==> src/rtl/button_pkg.sv <==
// Shared types and constants for the push-button conditioner.
package button_pkg;

  typedef enum logic [1:0] {
    IDLE         = 2'd0,
    PRESS_WAIT   = 2'd1,
    PRESSED      = 2'd2,
    RELEASE_WAIT = 2'd3
  } btn_state_t;

  localparam int DEF_DEBOUNCE_CYCLES = 4;
  localparam int DEF_REPEAT_DELAY    = 8;
  localparam int DEF_REPEAT_PERIOD   = 4;
  localparam int PRESS_COUNT_W       = 8;

  // Width of a counter that must hold 0..max_val-1 (never narrower than 1 bit).
  function automatic int cnt_width(input int max_val);
    return (max_val < 2) ? 1 : $clog2(max_val);
  endfunction

endpackage

==> src/rtl/btn_sync.sv <==
// Two-flop synchronizer for the raw button level; 2-cycle latency, no backpressure.
module btn_sync (
  input  logic clk,
  input  logic rst,
  input  logic din,
  output logic dout
);

  logic meta;

  always_ff @(posedge clk) begin
    if (rst) begin
      meta <= 1'b0;
      dout <= 1'b0;
    end else begin
      meta <= din;
      dout <= meta;
    end
  end

endmodule

==> src/rtl/button_conditioner.sv <==
// Debounces a push button into a level, press/release/repeat pulses and a press count.
// Press accepted on the (DEBOUNCE_CYCLES+3)th edge of stable high; no backpressure. Auto-repeat needs BTN_AUTO_REPEAT_EN.
module button_conditioner
  import button_pkg::*;
#(
  parameter int DEBOUNCE_CYCLES = DEF_DEBOUNCE_CYCLES,
  parameter int REPEAT_DELAY    = DEF_REPEAT_DELAY,
  parameter int REPEAT_PERIOD   = DEF_REPEAT_PERIOD
) (
  input  logic                     clk,
  input  logic                     rst,
  input  logic                     btn_in,
  output logic                     btn_level,
  output logic                     press_pulse,
  output logic                     release_pulse,
  output logic                     repeat_pulse,
  output logic [PRESS_COUNT_W-1:0] press_count
);

  localparam int DB_W = cnt_width(DEBOUNCE_CYCLES);
  localparam logic [DB_W-1:0] DB_LAST = DB_W'(DEBOUNCE_CYCLES - 1);

  if (DEBOUNCE_CYCLES < 1 || DEBOUNCE_CYCLES > 65535 ||
      REPEAT_DELAY < 1 || REPEAT_PERIOD < 1) begin : g_bad_params
    $error("button_conditioner: parameter out of legal range");
  end

  logic            sync_level;
  btn_state_t      state;
  btn_state_t      state_nxt;
  logic [DB_W-1:0] db_cnt;
  logic [DB_W-1:0] db_cnt_nxt;
  logic            press_evt;
  logic            release_evt;

  btn_sync u_sync (
    .clk  (clk),
    .rst  (rst),
    .din  (btn_in),
    .dout (sync_level)
  );

  always_comb begin
    state_nxt   = state;
    db_cnt_nxt  = db_cnt;
    press_evt   = 1'b0;
    release_evt = 1'b0;
    case (state)
      IDLE: begin
        if (sync_level) begin
          state_nxt  = PRESS_WAIT;
          db_cnt_nxt = '0;
        end
      end
      PRESS_WAIT: begin
        if (!sync_level) begin
          state_nxt  = IDLE;
          db_cnt_nxt = '0;
        end else if (db_cnt == DB_LAST) begin
          state_nxt  = PRESSED;
          db_cnt_nxt = '0;
          press_evt  = 1'b1;
        end else begin
          db_cnt_nxt = db_cnt + DB_W'(1);
        end
      end
      PRESSED: begin
        if (!sync_level) begin
          state_nxt  = RELEASE_WAIT;
          db_cnt_nxt = '0;
        end
      end
      RELEASE_WAIT: begin
        // A short low blip while held is a glitch: return without re-announcing the press.
        if (sync_level) begin
          state_nxt  = PRESSED;
          db_cnt_nxt = '0;
        end else if (db_cnt == DB_LAST) begin
          state_nxt   = IDLE;
          db_cnt_nxt  = '0;
          release_evt = 1'b1;
        end else begin
          db_cnt_nxt = db_cnt + DB_W'(1);
        end
      end
      default: begin
        state_nxt  = IDLE;
        db_cnt_nxt = '0;
      end
    endcase
  end

  always_ff @(posedge clk) begin
    if (rst) begin
      state         <= IDLE;
      db_cnt        <= '0;
      btn_level     <= 1'b0;
      press_pulse   <= 1'b0;
      release_pulse <= 1'b0;
      press_count   <= '0;
    end else begin
      state         <= state_nxt;
      db_cnt        <= db_cnt_nxt;
      btn_level     <= (state_nxt == PRESSED) || (state_nxt == RELEASE_WAIT);
      press_pulse   <= press_evt;
      release_pulse <= release_evt;
      if (press_evt) begin
        press_count <= press_count + PRESS_COUNT_W'(1);
      end
    end
  end

`ifdef BTN_AUTO_REPEAT_EN
  localparam int RPT_MAX = (REPEAT_DELAY > REPEAT_PERIOD) ? REPEAT_DELAY : REPEAT_PERIOD;
  localparam int RPT_W   = cnt_width(RPT_MAX);

  logic [RPT_W-1:0] rpt_cnt;
  logic             rpt_armed;
  logic             rpt_stay;
  logic             rpt_entry;
  logic             rpt_hit;

  // rpt_armed separates the initial delay from the steady repeat period.
  always_comb begin
    rpt_stay  = (state == PRESSED) && sync_level;
    rpt_entry = (state_nxt == PRESSED) && (state != PRESSED);
    rpt_hit   = 1'b0;
    if (rpt_stay) begin
      rpt_hit = rpt_armed ? (rpt_cnt == RPT_W'(REPEAT_PERIOD - 1))
                          : (rpt_cnt == RPT_W'(REPEAT_DELAY - 1));
    end
  end

  always_ff @(posedge clk) begin
    if (rst) begin
      rpt_cnt      <= '0;
      rpt_armed    <= 1'b0;
      repeat_pulse <= 1'b0;
    end else begin
      repeat_pulse <= rpt_hit;
      if (rpt_entry) begin
        rpt_cnt   <= '0;
        rpt_armed <= 1'b0;
      end else if (rpt_hit) begin
        rpt_cnt   <= '0;
        rpt_armed <= 1'b1;
      end else if (rpt_stay) begin
        rpt_cnt <= rpt_cnt + RPT_W'(1);
      end
    end
  end
`else
  assign repeat_pulse = 1'b0;
`endif

endmodule

==> config.mk <==
export PLATFORM = sky130hd
export DESIGN_NAME = button_conditioner
export DESIGN_NICKNAME = d
export VERILOG_FILES = /design/src/rtl/button_pkg.sv /design/src/rtl/btn_sync.sv /design/src/rtl/button_conditioner.sv
export SDC_FILE = /design/constraint.sdc
export NUM_CORES = 1
export LEC_CHECK = 0
export CAP_MARGIN = 25
export CELL_PAD_IN_SITES_DETAIL_PLACEMENT = 1
export CELL_PAD_IN_SITES_GLOBAL_PLACEMENT = 1
export CORE_UTILIZATION = 38
export DETAILED_ROUTE_END_ITERATION = 7
export PLACE_DENSITY = 0.9
export SLEW_MARGIN = 20
export SYNTH_ARGS = -nofsm -noshare
export SYNTH_HDL_FRONTEND = slang
export SYNTH_HIERARCHICAL = 1
export SYNTH_SLANG_ARGS = --single-unit
==> constraint.sdc <==
create_clock -name clk -period 3 [get_ports clk]
set_input_delay 0.3 -clock clk [delete_from_list [all_inputs] [get_ports clk]]
set_output_delay 0.3 -clock clk [all_outputs]
set_load 0.02 [all_outputs]
Word level (Yosys, flattened, before mapping) --
Cells that the tools add are included.
Word-level totals: register bits after elaboration 17, bits in latches 0, bits in writable memories 0, bits in read-only memories 0, input port bits 3, output and inout port bits 12, word-level logic and storage cells 39, memories 0
Operators by class: add/subtract/negate cells 2, $mul 0, div/mod/pow operators 0, $lt $le $gt $ge 0, equal/unequal tests 8, shifts and indexed selects 0, mux-type cells 16, bitwise logic cells 1, reduce and logical (&&, ||, !) cells 4
Operators with widths (number):
- $mux W2 | 11
- $pmux W2 S4 | 2
- $eq A2 B2 Y1 const B | 5
- $add A8 B1 Y8 const B | 1
- $mux W1 | 3
- $reduce_or A3 Y1 | 1
- $add A2 B1 Y2 const B | 1
- $eq A2 B1 Y1 const B | 1
- $logic_not A2 Y1 | 1
- $ne A2 B1 Y1 const B | 1
- $ne A2 B2 Y1 const B | 1
- $reduce_and A2 Y1 | 1
- $logic_or A1 B1 Y1 | 1
- $not A1 Y1 | 1

Longest topological paths before layout --
Gate-level depths: netlist (run 1).
depth after elaboration 6, gate-level depth with buffers 5, mapped depth without buffers 4

By module --
Netlist (run 1), hierarchy kept.
By module, submodules not included:
- button_conditioner | instances 1, cells an instance 67, area an instance 623.1 um2, seq. area each 280.3 um2
- btn_sync | instances 1, cells an instance 4, area an instance 52.6 um2, seq. area each 40.0 um2

Worst setup path after synthesis (run 1) --
Ideal clock, no wire load.
path type register to register, from reg db_cnt[0], to reg press_count[7], library setup time 0.121 ns, data arrival time 1.345 ns, required time 2.879 ns, slack 1.534 ns, cell stages (with the launch flop) 5, path buffers 0, period minus slack after synthesis 1.466 ns, cell sequence dfxtp_1 -> ha_1 -> nand4b_2 -> nor4_1 -> mux2_2
On the way: cells in the longest elaborated chain, start to end 4
RTL lines:
- start, declared | line button_conditioner.sv:31 | logic [DB_W-1:0] db_cnt;
- start signal, assigned | line button_conditioner.sv:103 | db_cnt <= db_cnt_nxt;
- $eq A2 B2 Y1 | line button_conditioner.sv:59 | end else if (db_cnt == DB_LAST) begin
- $mux W1 | line button_conditioner.sv:59
- $mux W1 | line button_conditioner.sv:56 | if (!sync_level) begin
- $mux W1 | line button_conditioner.sv:48 | case (state)
- end signal, assigned | line button_conditioner.sv:108 | press_count <= press_count + PRESS_COUNT_W'(1);
- end, declared | line button_conditioner.sv:17 | output logic [PRESS_COUNT_W-1:0] press_count
Every way passes these cells. A chain may end at the register's enable or synchronous reset.

Final worst setup path (run 1) --
Ends and elaborated chain as after synthesis.

==> results of run 1 <==
==> worst register-to-register path, stage by stage, from the launching register on <==
cell and delay (ns):
dfxtp_1 0.41, ha_1 0.24, nand4b_2 0.33, nor4_1 0.41, mux2_2 0.38
==> cell usage after synthesis, types with 3 or more instances <==
cell	count
ha_1	3
a21oi_1	7
nor2_1	6
or3_1	3
nand3_1	5
nand2_1	3
dfxtp_1	16
o21ai_0	3
nor2b_1	3
==> worst paths after layout <==
kind	from	endpoint	slack, ns	cells after the start
worst max-delay path	db_cnt[0]$_SDFFE_PP0P_	press_count[7]$_SDFFE_PP0P_	1.12	4
worst min-delay path	u_sync/meta$_SDFF_PP0_	u_sync/dout$_SDFF_PP0_	0.45	1
worst max register to register	db_cnt[0]$_SDFFE_PP0P_	press_count[7]$_SDFFE_PP0P_	1.12	4
worst min register to register	u_sync/meta$_SDFF_PP0_	u_sync/dout$_SDFF_PP0_	0.45	1
==> kinds of logic after synthesis <==
group,after synthesis
flops,16
compound gates,15
buf+inv,4
fa+ha+maj,3
simple gates,27
xor+xnor,3
other cells,1
mux,2
==> cell type report <==
type / instances / area (sq um)
flip-flops and latches: 16 / 320.3
well taps: 16 / 20.02
repair buffers: 13 / 130.1
fillers: 190 / 747.0
multi-input cells: 51 / 332.8
inverters: 1 / 3.754
clock buffers: 3 / 22.52
==> state kept, by name (all words and copies together), names as in the netlist <==
signal and count:
u_sync/meta 1, db_cnt 2, u_sync/dout 1, release_pulse 1, press_count 8, state 2, press_pulse 1
==> metrics by stage <==
| step | instances | power (mW) | setup slack [ns] | hold slack, ns | cell area [sq um] |
|---|---|---|---|---|---|
| 6_report | 100 | 0.3326 | 1.121 | 0.4477 | 829.5 |
| 5_1_grt | 100 | 0.3483 | 0.9872 | 0.4789 | 829.5 |
| 4_1_cts | 100 | 0.3384 | 1.110 | 0.4528 | 829.5 |
| 3_5_place_dp | 97 | 0.2308 | 1.115 | 0.4305 | 807.0 |
| 3_3_place_gp | 97 | 0.2304 | 1.272 | 0.4202 | 807.0 |
| 2_1_floorplan | 71 | 0.2267 | 1.534 | 0.3691 | 675.6 |
==> power breakdown <==
part           internal [mW]  switching (mW)
logic                0.00403         0.00577
registers              0.214         0.00196
clock network         0.0465          0.0606
==> routing by layer <==
metal	part of all wire, %	wire length, microns	GRT usage [%]	vias up
met3	2.4	34	6.122	2
met2	49	686	28.53	8
met1	48	681	21.43	262
li1	-	-	-	280
met4	0.71	10	7.273	0
met5	0	0	0	-
==> results.cfg, run 1 <==
[synth]
yosysUniqueCellTypes = 26
synth_enable_flop_cells = 0
yosys.area_share.adder_pct = 5.556
synth_xor_area_share_pct = 3.889
async_reset_ff_share_pct = 0
synth_top_family_by_area = simple AND/OR/NAND/NOR gates
synth_compound_area_share_pct = 12.96
postSynthCellCount = 71
ys_ff_latch = 16
syn_area_per_cell_sq_um = 9.516
syn_area_sq_um = 675.6
syn_nets = 77
yosys.area.top_type = dfxtp_1
synthMuxAreaShare_pct = 3.148
synth_flop_cell = dfxtp_1
synth.area.top_cells = dfxtp_1 47%, ha_1 5.6%, a21oi_1 5.2%, nand3_1 3.7%, nor2_1 3.3%
seq_area_frac_synth_pct = 47.41
synth.top_cell.area_share_pct = 47.41
synth-simple-area-share_pct = 23.15
ys.warnings.count = 6

[die]
row_count = 14
fp.dieArea_sq_um = 1951
die_h_microns = 44.17
core_region_area_sq_um = 1577
die_w_microns = 44.17
io_pins = 15
start_util_pct = 42.86

[place]
globalplace.congestion = 0.7593
port_buffers = 13
dp_hpwl_mm = 1.032

[layout]
area_growth_pct = 22.78
utilization_pct = 52.62
finalNetCount = 92
antenna-diode-count = 0
drive_above_1_share_pct = 5.952
layout_common_cells = 16 x dfxtp_1, 13 x clkdlybuf4s50_1, 7 x a21oi_1
final_common_cell = dfxtp_1

[drt]
via_per_inst = 5.520
wl_mm = 1.413
drc = 0
first_iter_violations = 6
antenna_left = 0
vias = 552
dr.pass1.iters = 5
wl_per_cell_microns = 14.13

[clock_network]
root_buffer = clkbuf_4
numCtsBuffers = 3
h-tree-depth = 1
cts_resized = 0
worstSkewPairLatency_ns = 0.27
clock-sinks = 16
cts_tree = yes
ctsHoldBuffers = 0
cts_buffer_depth = 2
cts_setup_buffers = 0
clkTransAtPathRegs_ns = 0.09

[power]
p_leak_nw = 0.3249
ir_worst_vdd_uv = 223.9
power.density_nw_per_um2 = 401.0

[setup_path]
cpPeakStageDelay_ns = 0.41
crit_fanout = 14
worstSetupPathType = reg -> reg
required_ns = 3.17
crit_chain = ha_1, nand4b_2, nor4_1, mux2_2
crit_slowest_cell = dfxtp_1
worstPathArrival_ns = 2.05
cp_top_family = simple AND/OR/NAND/NOR gates
end_kind = register
crit_buf_inv = 0
start_kind = register

[worst_hold_path]
hp-class = reg -> reg

[sta]
slew_viol_final = 0
fmax_mhz = 532.2
slew_headroom_pct = 61.72
clock_skew_ns = 0.003213
finalSetupViolCount = 0
finalHoldViolations = 0
fin_crit_ns = 1.879
worstMarginPinSlew_ns = 0.5725
setup-tns-final_ns = 0
rsz0062_at_grt = false
period_share_pct = 62.63

[outcome]
status = finished, final reports clean

[global_routing]
grt_start_max_net_pins = 18
grt_pass1_vias = 561
grt_pass1_wl_mm = 2.477
antenna_found_initial = 0
grt_overflow_total = 0
grt.total_usage_pct = 17.67

[run]
cap_violations = 0
No activity file was read; power rests on OpenSTA's default activity.
==> run 2: changes to the inputs <==
--- a/config.mk
+++ b/config.mk
@@ -8,9 +8,9 @@
 export CAP_MARGIN = 25
 export CELL_PAD_IN_SITES_DETAIL_PLACEMENT = 1
 export CELL_PAD_IN_SITES_GLOBAL_PLACEMENT = 1
-export CORE_UTILIZATION = 38
+export CORE_UTILIZATION = 35
 export DETAILED_ROUTE_END_ITERATION = 7
-export PLACE_DENSITY = 0.9
+export PLACE_DENSITY = 0.85
 export SLEW_MARGIN = 20
 export SYNTH_ARGS = -nofsm -noshare
 export SYNTH_HDL_FRONTEND = slang
==> constraint.sdc (replaced) <==
create_clock -name clk -period 1.8 [get_ports clk]
set_input_delay 0.18 -clock clk [delete_from_list [all_inputs] [get_ports clk]]
set_output_delay 0.18 -clock clk [all_outputs]
set_load 0.02 [all_outputs]
==> run 2 against run 1 <==
Global-route usage about the same. Critical path depth unchanged. Combinational power increased by 91%. Design area increased by 6.6%. Final cell count increased by 12%. Critical endpoint unchanged. Largest power group unchanged.
==> results.cfg, run 2 (same netlist as run 1, synthesis figures left out) <==
[power]
power.internal_mw = 0.4878
seq_power_share_pct = 59.2
p_leak_nw = 0.3581
p_total_mw = 0.6091
clockPowerShare_pct = 37.8
power.density_nw_per_um2 = 688.6
sw_frac_of_total_pct = 19.92
ir_worst_vdd_uv = 527.4
combPwrFrac_pct = 3.1
power.switching_mw = 0.1213

[global_routing]
grt_overflow_total = 0
antenna_found_initial = 0
grt.total_usage_pct = 17.67
grt_pass1_vias = 572
grt_pass1_wl_mm = 2.511
grt_start_max_net_pins = 11

[drt]
antenna_left = 0
wl_per_cell_microns = 13.84
first_iter_violations = 5
wl_mm = 1.550
vias = 572
dr.pass1.iters = 4
via_per_inst = 5.107
drc = 0

[layout]
layout_common_cells = 16 x dfxtp_1, 13 x clkdlybuf4s50_1, 7 x a21oi_1
area_growth_pct = 30.93
regMostFlops = press_count
reg.largest.list = press_count: 8 flops, db_cnt: 2 flops, state: 2 flops
finalNetCount = 94
antenna-diode-count = 0
largest_reg_flops = 8
final_common_cell = dfxtp_1
drive_above_1_share_pct = 10.34

[die]
io_pins = 15
core_region_area_sq_um = 1764
row_count = 15
die_w_microns = 45.94
die_h_microns = 45.94
fp.dieArea_sq_um = 2110
start_util_pct = 38.30

[clock_network]
h-tree-depth = 1
numCtsBuffers = 3
cts_resized = 0
cts_setup_buffers = 0
cts_buffer_depth = 2
worstSkewPairLatency_ns = 0.29
root_buffer = clkbuf_4
ctsHoldBuffers = 0
cts_tree = yes
clkTransAtPathRegs_ns = 0.09
clock-sinks = 16

[sta]
finalSetupViolCount = 0
fin_hold_ws_ns = 0.4578
fmax_mhz = 616.9
fin_crit_ns = 1.621
slew_viol_final = 0
clock_skew_ns = 0.006702
period_share_pct = 90.06
setup-tns-final_ns = 0
rsz0062_at_grt = false
finalHoldViolations = 0

[setup_path]
required_ns = 1.98
start_kind = register
crit_chain = ha_1, nand4b_4, nor4_2, mux2_2
cpPeakStageDelay_ns = 0.40
worstPathArrival_ns = 1.80
crit_fanout = 7
worstSetupPathType = reg -> reg
crit_slowest_cell = dfxtp_1
end_kind = register

[run]
cap_violations = 0

[place]
port_buffers = 13
globalplace.congestion = 0.7250
dp_hpwl_mm = 1.136

[worst_hold_path]
hp-class = reg -> reg

[outcome]
status = finished, final reports clean
run 2: cell types whose count changed in the layout (fill, tap and decap cells not counted), sizes merged:
cell / change
buf: +2
clkbuf: +1
run 2: layout make-up:
class | count | area (sq um)
Tap cell | 25 | 31.28
Inverter | 1 | 3.754
Clock buffer | 4 | 36.28
Fill cell | 215 | 879.6
Timing Repair Buffer | 15 | 145.1
Sequential cell | 16 | 320.3
Multi-Input combinational cell | 51 | 347.8
run 2: stage by stage:
| stage | util [%] | setup WS (ns) | instance area [sq um] | cells |
|---|---|---|---|---|
| final | 50.14 | 0.1790 | 884.6 | 112 |
| after global routing | 50.14 | 0.05281 | 884.6 | 112 |
| after CTS | 49.29 | 0.1032 | 869.6 | 112 |
| after detailed placement | 47.23 | 0.1013 | 833.3 | 108 |
| after global placement | 47.23 | 0.1851 | 833.3 | 108 |
| after floorplan | - | 0.3341 | 675.6 | 71 |
run 2: layer usage:
metal / part of all wire [%] / global-route usage (%) / vias to the layer above
met4: 0.52 / 5.294 / 0
met2: 51 / 30.99 / 11
met5: 0 / 0 / -
met1: 45 / 19.23 / 275
met3: 3.7 / 7.143 / 2
li1: - / - / 284
run 2: path summary, 6_finish.rpt:
| kind | from | end | slack [ns] | cells after the start |
|---|---|---|---|---|
| min | u_sync/meta$_SDFF_PP0_ | u_sync/dout$_SDFF_PP0_ | 0.46 | 1 |
| max | db_cnt[0]$_SDFFE_PP0P_ | press_count[7]$_SDFFE_PP0P_ | 0.18 | 4 |
| max reg2reg | db_cnt[0]$_SDFFE_PP0P_ | press_count[7]$_SDFFE_PP0P_ | 0.18 | 4 |
| min reg2reg | u_sync/meta$_SDFF_PP0_ | u_sync/dout$_SDFF_PP0_ | 0.46 | 1 |
run 2: worst max-delay path, delay by kind of cell (launching register included):
family | cells | cell delay [ns]
and+or+nand+nor | 2 | 0.50
DFF | 1 | 0.40
muxes | 1 | 0.35
adders and majority gates | 1 | 0.26
run 2: power by group through the flow:
stage,sequential (mW),combinational [mW],clock [mW]
3_3_place_gp,0.368,0.0178,0
3_5_place_dp,0.368,0.0183,0
5_1_grt,0.361,0.0200,0.265
2_1_floorplan,0.367,0.0106,0
4_1_cts,0.360,0.0188,0.237
6_report,0.360,0.0187,0.230
